### config.mk
export PLATFORM = sky130hd
export DESIGN_NAME = mc_ctrl
export DESIGN_NICKNAME = d
export VERILOG_FILES = /design/src/rtl/mc_ctrl.sv
export SDC_FILE = /design/constraint.sdc
export NUM_CORES = 1
export LEC_CHECK = 0
export BUFFER_PORTS_ARGS = -buffer_cell sky130_fd_sc_hd__buf_2
export CELL_PAD_IN_SITES_DETAIL_PLACEMENT = 2
export CELL_PAD_IN_SITES_GLOBAL_PLACEMENT = 2
export CORE_MARGIN = 10
export CORE_UTILIZATION = 30
export DETAILED_ROUTE_END_ITERATION = 8
export PLACE_DENSITY_LB_ADDON = 0.15
export SETUP_SLACK_MARGIN = 0.3
export SYNTH_ARGS = -nofsm -noshare
export SYNTH_HDL_FRONTEND = slang
export SYNTH_SLANG_ARGS = --single-unit
### constraint.sdc
create_clock -name clk -period 2.2 [get_ports clk]
set_input_delay 0.11 -clock clk [delete_from_list [all_inputs] [get_ports clk]]
set_output_delay 0.11 -clock clk [all_outputs]
set_load 0.005 [all_outputs]
### src/rtl/mc_ctrl.sv
// Multi-cycle RV32I-subset control unit: sequences FETCH/DECODE/EXEC/MEM/WB,
// handles ready handshakes with a wait timeout, a sticky trap and instret.
module mc_ctrl #(
   parameter int unsigned MEM_TIMEOUT = 16,
   parameter int unsigned CNT_W       = 32,
   parameter int unsigned EN_JALR     = 1
) (
   input  logic             clk,
   input  logic             reset,
   input  logic [6:0]       Op,
   input  logic [6:0]       Funct7,
   input  logic [2:0]       Funct3,
   input  logic             Zero,
   input  logic             Lt,
   input  logic             Ltu,
   input  logic             imem_ready,
   input  logic             dmem_ready,
   output logic             imem_req,
   output logic             IRWrite,
   output logic             PCWrite,
   output logic             RegWrite,
   output logic             MemRead,
   output logic             MemWrite,
   output logic [5:0]       EXTOp,
   output logic [4:0]       ALUOp,
   output logic [2:0]       NPCOp,
   output logic             ALUSrc,
   output logic [1:0]       WDSel,
   output logic [2:0]       DMType,
   output logic             trap,
   output logic [CNT_W-1:0] instret,
   output logic [2:0]       state
);

   localparam int unsigned TO_W = 8;

   localparam logic [6:0] OP_R      = 7'b0110011;
   localparam logic [6:0] OP_IALU   = 7'b0010011;
   localparam logic [6:0] OP_LOAD   = 7'b0000011;
   localparam logic [6:0] OP_STORE  = 7'b0100011;
   localparam logic [6:0] OP_BRANCH = 7'b1100011;
   localparam logic [6:0] OP_LUI    = 7'b0110111;
   localparam logic [6:0] OP_JAL    = 7'b1101111;
   localparam logic [6:0] OP_JALR   = 7'b1100111;

   localparam logic [4:0] ALU_NOP  = 5'b00000;
   localparam logic [4:0] ALU_LUI  = 5'b00001;
   localparam logic [4:0] ALU_ADD  = 5'b00011;
   localparam logic [4:0] ALU_SUB  = 5'b00100;
   localparam logic [4:0] ALU_SLT  = 5'b01010;
   localparam logic [4:0] ALU_SLTU = 5'b01011;
   localparam logic [4:0] ALU_XOR  = 5'b01100;
   localparam logic [4:0] ALU_OR   = 5'b01101;
   localparam logic [4:0] ALU_AND  = 5'b01110;
   localparam logic [4:0] ALU_SLL  = 5'b01111;
   localparam logic [4:0] ALU_SRL  = 5'b10000;
   localparam logic [4:0] ALU_SRA  = 5'b10001;

   localparam logic [5:0] EXT_SHAMT = 6'b100000;
   localparam logic [5:0] EXT_I     = 6'b010000;
   localparam logic [5:0] EXT_S     = 6'b001000;
   localparam logic [5:0] EXT_B     = 6'b000100;
   localparam logic [5:0] EXT_U     = 6'b000010;
   localparam logic [5:0] EXT_J     = 6'b000001;

   localparam logic [2:0] NPC_PLUS4  = 3'b000;
   localparam logic [2:0] NPC_BRANCH = 3'b001;
   localparam logic [2:0] NPC_JUMP   = 3'b010;
   localparam logic [2:0] NPC_JALR   = 3'b100;

   localparam logic [1:0] WD_ALU = 2'b00;
   localparam logic [1:0] WD_MEM = 2'b01;
   localparam logic [1:0] WD_PC4 = 2'b10;

   typedef enum logic [2:0] {
      S_FETCH  = 3'b000,
      S_DECODE = 3'b001,
      S_EXEC   = 3'b010,
      S_MEM    = 3'b011,
      S_WB     = 3'b100,
      S_TRAP   = 3'b111
   } state_t;

   state_t           state_q, state_d;
   logic [TO_W-1:0]  cnt_q, cnt_d;
   logic [CNT_W-1:0] instret_q, instret_d;

   logic       is_r, is_ialu, is_load, is_store, is_branch, is_lui, is_jal, is_jalr;
   logic       legal, br_taken, alu_src, timeout_hit;
   logic [4:0] alu_op, alu_fn;
   logic [5:0] ext_op;
   logic [2:0] dm_type;

   // Opcode classification and legality
   always_comb begin
      is_r      = (Op == OP_R);
      is_ialu   = (Op == OP_IALU);
      is_load   = (Op == OP_LOAD);
      is_store  = (Op == OP_STORE);
      is_branch = (Op == OP_BRANCH);
      is_lui    = (Op == OP_LUI);
      is_jal    = (Op == OP_JAL);
      is_jalr   = (Op == OP_JALR) && (EN_JALR != 0) && (Funct3 == 3'b000);
      legal     = 1'b0;
      if (is_r)
         legal = (Funct7 == 7'b0000000) ||
                 ((Funct7 == 7'b0100000) && ((Funct3 == 3'b000) || (Funct3 == 3'b101)));
      else if (is_ialu)
         legal = (Funct3 == 3'b001) ? (Funct7 == 7'b0000000) :
                 (Funct3 == 3'b101) ? ((Funct7 == 7'b0000000) || (Funct7 == 7'b0100000)) :
                 1'b1;
      else if (is_load)
         legal = (Funct3 != 3'b011) && (Funct3 != 3'b110) && (Funct3 != 3'b111);
      else if (is_store)
         legal = (Funct3 == 3'b000) || (Funct3 == 3'b001) || (Funct3 == 3'b010);
      else if (is_branch)
         legal = (Funct3 != 3'b010) && (Funct3 != 3'b011);
      else
         legal = is_lui || is_jal || is_jalr;
   end

   // Datapath selects; held from EXEC through WB so the ALU result stays valid
   always_comb begin
      case (Funct3)
         3'b000:  alu_fn = (is_r && Funct7[5]) ? ALU_SUB : ALU_ADD;
         3'b001:  alu_fn = ALU_SLL;
         3'b010:  alu_fn = ALU_SLT;
         3'b011:  alu_fn = ALU_SLTU;
         3'b100:  alu_fn = ALU_XOR;
         3'b101:  alu_fn = Funct7[5] ? ALU_SRA : ALU_SRL;
         3'b110:  alu_fn = ALU_OR;
         default: alu_fn = ALU_AND;
      endcase
      alu_op  = ALU_NOP;
      alu_src = 1'b0;
      ext_op  = 6'b000000;
      if (is_r) begin
         alu_op = alu_fn;
      end else if (is_ialu) begin
         alu_op  = alu_fn;
         alu_src = 1'b1;
         ext_op  = ((Funct3 == 3'b001) || (Funct3 == 3'b101)) ? EXT_SHAMT : EXT_I;
      end else if (is_load || is_jalr) begin
         alu_op  = ALU_ADD;
         alu_src = 1'b1;
         ext_op  = EXT_I;
      end else if (is_store) begin
         alu_op  = ALU_ADD;
         alu_src = 1'b1;
         ext_op  = EXT_S;
      end else if (is_branch) begin
         alu_op = ALU_SUB;
         ext_op = EXT_B;
      end else if (is_lui) begin
         alu_op  = ALU_LUI;
         alu_src = 1'b1;
         ext_op  = EXT_U;
      end else if (is_jal) begin
         ext_op = EXT_J;
      end

      case (Funct3)
         3'b000:  dm_type = 3'b011;
         3'b001:  dm_type = 3'b001;
         3'b100:  dm_type = 3'b100;
         3'b101:  dm_type = 3'b010;
         default: dm_type = 3'b000;
      endcase

      case (Funct3)
         3'b000:  br_taken = Zero;
         3'b001:  br_taken = ~Zero;
         3'b100:  br_taken = Lt;
         3'b101:  br_taken = ~Lt;
         3'b110:  br_taken = Ltu;
         default: br_taken = ~Ltu;
      endcase
   end

   assign timeout_hit = ({1'b0, cnt_q} + 9'd1) == 9'(MEM_TIMEOUT);

   always_ff @(posedge clk) begin
      if (reset) begin
         state_q   <= S_FETCH;
         cnt_q     <= '0;
         instret_q <= '0;
      end else begin
         state_q   <= state_d;
         cnt_q     <= cnt_d;
         instret_q <= instret_d;
      end
   end

   // Next state, counters and control outputs
   always_comb begin
      state_d   = state_q;
      cnt_d     = cnt_q;
      instret_d = instret_q;
      imem_req  = 1'b0;
      IRWrite   = 1'b0;
      PCWrite   = 1'b0;
      RegWrite  = 1'b0;
      MemRead   = 1'b0;
      MemWrite  = 1'b0;
      EXTOp     = 6'b000000;
      ALUOp     = ALU_NOP;
      NPCOp     = NPC_PLUS4;
      ALUSrc    = 1'b0;
      WDSel     = WD_ALU;
      DMType    = 3'b000;
      case (state_q)
         S_FETCH: begin
            imem_req = 1'b1;
            if (imem_ready) begin
               IRWrite = 1'b1;
               state_d = S_DECODE;
            end else if (timeout_hit) begin
               state_d = S_TRAP;
            end else begin
               cnt_d = cnt_q + TO_W'(1);
            end
         end
         S_DECODE: state_d = legal ? S_EXEC : S_TRAP;
         S_EXEC: begin
            ALUOp  = alu_op;
            ALUSrc = alu_src;
            EXTOp  = ext_op;
            if (is_branch) begin
               NPCOp     = br_taken ? NPC_BRANCH : NPC_PLUS4;
               PCWrite   = 1'b1;
               instret_d = instret_q + CNT_W'(1);
               cnt_d     = '0;
               state_d   = S_FETCH;
            end else if (is_load || is_store) begin
               cnt_d   = '0;
               state_d = S_MEM;
            end else begin
               state_d = S_WB;
            end
         end
         S_MEM: begin
            ALUOp    = alu_op;
            ALUSrc   = alu_src;
            EXTOp    = ext_op;
            DMType   = dm_type;
            MemRead  = is_load;
            MemWrite = is_store;
            if (dmem_ready) begin
               if (is_load) begin
                  state_d = S_WB;
               end else begin
                  PCWrite   = 1'b1;
                  instret_d = instret_q + CNT_W'(1);
                  cnt_d     = '0;
                  state_d   = S_FETCH;
               end
            end else if (timeout_hit) begin
               state_d = S_TRAP;
            end else begin
               cnt_d = cnt_q + TO_W'(1);
            end
         end
         S_WB: begin
            ALUOp     = alu_op;
            ALUSrc    = alu_src;
            EXTOp     = ext_op;
            RegWrite  = 1'b1;
            PCWrite   = 1'b1;
            DMType    = is_load ? dm_type : 3'b000;
            WDSel     = is_load ? WD_MEM : ((is_jal || is_jalr) ? WD_PC4 : WD_ALU);
            NPCOp     = is_jal ? NPC_JUMP : (is_jalr ? NPC_JALR : NPC_PLUS4);
            instret_d = instret_q + CNT_W'(1);
            cnt_d     = '0;
            state_d   = S_FETCH;
         end
         S_TRAP:  state_d = S_TRAP;
         default: state_d = S_TRAP;
      endcase
      // Reset forces every output low, even before the register clears
      if (reset) begin
         imem_req = 1'b0;
         IRWrite  = 1'b0;
         PCWrite  = 1'b0;
         RegWrite = 1'b0;
         MemRead  = 1'b0;
         MemWrite = 1'b0;
         EXTOp    = 6'b000000;
         ALUOp    = ALU_NOP;
         NPCOp    = NPC_PLUS4;
         ALUSrc   = 1'b0;
         WDSel    = WD_ALU;
         DMType   = 3'b000;
      end
   end

   assign trap    = (state_q == S_TRAP) && !reset;
   assign instret = reset ? '0 : instret_q;
   assign state   = reset ? 3'b000 : state_q;

endmodule
==> results.ini <==
[yosys]
synth_area_um2=3160
avgSynthCellArea_um2=7.77
yosys_most_used_dff=dfxtp_1
syn_inst=407
async_reset_ff_share_pct=0
syn_nets=433
synth_top_area_share_pct=27.2
yosysWarnings=0
yosysTopAreaCell=dfxtp_1
synth_seq_cells=43
synth_edf_count=0
yosysSeqAreaShare_pct=27.2
ys_types=65
synthTopCellsByArea=dfxtp_1 (27%), nor2b_1 (7.9%), xnor2_1 (7.8%), nor2_1 (6.9%), nand2_1 (3.3%)

[sta]
rsz0062_at_grt=yes
finalCritPeriodShare_pct=87.7
hold_viol=0
finClkSkew_ps=10.7
setup_violations=0
tightestPinTransition_ps=510
timing.final.max_slew_violations=0
fin_crit_ps=1930
relSlewSlack_pct=65.9
setup_tns_ps=0
finalWorstSetupSlack_ps=270
clock.fmax_mhz=518

[min_path]
min_path_type=primary input to flip-flop
hold_start=imem_ready
whs_endpoint=state_q[1]
min_path_cells=3

[floorplan]
core_area_um2=10300
ios=86
die-height_um=123
die_area_um2=15000
initial_core_util_pct=30.8
die_w_um=123
placementRows=37

[layout]
syn_to_final_growth_pct=46.2
multiInputGateArea_um2=2510
antenna_cells=0
drive_above_1_share_pct=43.2
final_common_cell=buf_2
seq_area_um2=885
final_cell_mix=buf_2 (85), nor2_1 (50), buf_4 (49)
fill_cells=1214
nets=558

[power_and_ir_drop]
ir_worst_vdd_v=0.000269
power_density_nw_per_um2=620
p_leak_nw=2.02

[routing]
wl_um=12400
antenna_left=0
vias=3446
wl_per_cell_um=18.6
drt_pass1_iterations=4
drc=0
viasPerCell=5.15
drtIter0Drc=145

[global_route]
grt_start_max_net_pins=50
grt_usage_pct=15.1
grt_pass1_wl_um=18800
antenna_found_initial=0
gr-total-overflow=0
grt_pass1_vias=3590

[job]
cap_violations=0

[clock_tree]
clk_path_buf_depth=2
cts-buffers-inserted=5
clockRootBuffer=clkbuf_8
htree_levels=2
ctsHoldBuffers=0
worstSkewPairLatency_ps=300
cts_sinks=43
cts_tree=built
clk_pin_slew_ps=90

[run_status]
outcome=completed

[placed_design]
place_ws_ps=-22.8
port_buffers=85
post-dp-hpwl_um=8820
gp_congestion=0.788

[setup_path]
cp_max_fo=7
regToRegEndpoint=instret_q[24]
r2r_setup_slack_ps=300
start_kind=flip-flop
required_ps=2090
worstPathArrival_ps=1820
rr_startpoint=state_q[2]
crit_type=flip-flop to output port
reg2reg_depth=7
crit_path_end_kind=output port

-- cells by family (layout without fill, tap and decap cells) --
family          Yosys count  in the layout  synth area share [%]
simple gates            235            235                  43.8
buf+inv                  31            157                  4.12
xor+xnor                 36             36                  9.98
fa+ha+maj                 2              2                 0.792
compound gates           56             56                  12.8
mux                       4              4                  1.27
flops                    43             43                  27.2
-- per-layer routing --
| metal | share of wire (%) | up-vias | wire (um) | global-route usage, % |
|---|---|---|---|---|
| met5 | 0 | - | 0 | 0 |
| met2 | 54 | 52 | 6730 | 27.9 |
| met4 | 0.93 | 0 | 116 | 3.17 |
| li1 | - | 1677 | - | - |
| met1 | 41 | 1710 | 5130 | 17.6 |
| met3 | 3.8 | 7 | 467 | 3.12 |
-- sequential cells by signal, indices dropped and copies added, names as in the netlist --
| name | flops |
|---|---|
| instret_q | 32 |
| cnt_q | 8 |
| state_q | 3 |
-- Yosys cell counts (10+ instances only) --
cell / instances
clkbuf_1: 17
nor2_1: 58
dfxtp_1: 43
nor2b_1: 40
nor3_1: 18
o21ai_0: 11
and3_1: 12
nand4_1: 13
nand2_1: 28
nand3_1: 10
a21oi_1: 12
xnor2_1: 28
-- repair_timing --
action / 4_1_cts / 5_1_grt
setup buffers: 11 / 18
pin swaps: 7 / 26
setup endpoints to repair: 47 / 45
gates resized for setup: 32 / 55
-- report_power, final --
group	leakage [nW]	switching [mW]	internal (mW)	total, mW
registers	0.354	0.0693	0.846	0.916
clock network	0.0581	0.297	0.338	0.636
logic	1.61	0.651	0.664	1.31
total	2.02	1.02	1.85	2.87
-- worst max-delay path, cell delays in order, from the launching register on --
cell and delay, ps:
dfxtp_4 390, buf_6 130, nor2b_4 140, and2_4 150
nor3b_4 240, a21oi_4 80, nor4_2 240, buf_2 150
-- worst max-delay path by stage --
stage	endpoint	from	slack (ps)	cells past startpoint
after floorplan	ALUOp[2]	Funct3[0]	460	6
after global placement	instret_q[13]	state_q[2]	90	7
after detailed placement	instret_q[17]	state_q[2]	-20	7
after CTS	DMType[1]	state_q[2]	270	7
after global routing	DMType[2]	Op[3]	140	8
final	DMType[2]	state_q[2]	270	7
-- cell type report --
class | count | area share, %
flip-flops and latches | 43 | 19.1
clock inverters | 3 | 0.947
inverters | 6 | 0.487
clock buffers | 5 | 1.49
well taps | 136 | 3.68
repair buffers | 143 | 19.9
multi-input cells | 333 | 54.3
-- per-stage QoR --
step | power [mW] | hold WS [ps] | utilization (%) | area [um2] | cells
2_1_floorplan | 1.44 | 255 | - | 3160 | 407
3_3_place_gp | 1.78 | 471 | 37.9 | 3900 | 632
3_5_place_dp | 1.81 | 482 | 37.9 | 3900 | 632
4_1_cts | 2.64 | 201 | 41.2 | 4230 | 651
5_1_grt | 3.05 | 220 | 45.0 | 4620 | 669
6_report | 2.87 | 187 | 45.0 | 4620 | 669
Note: power is estimated with default switching activity, not from simulation.
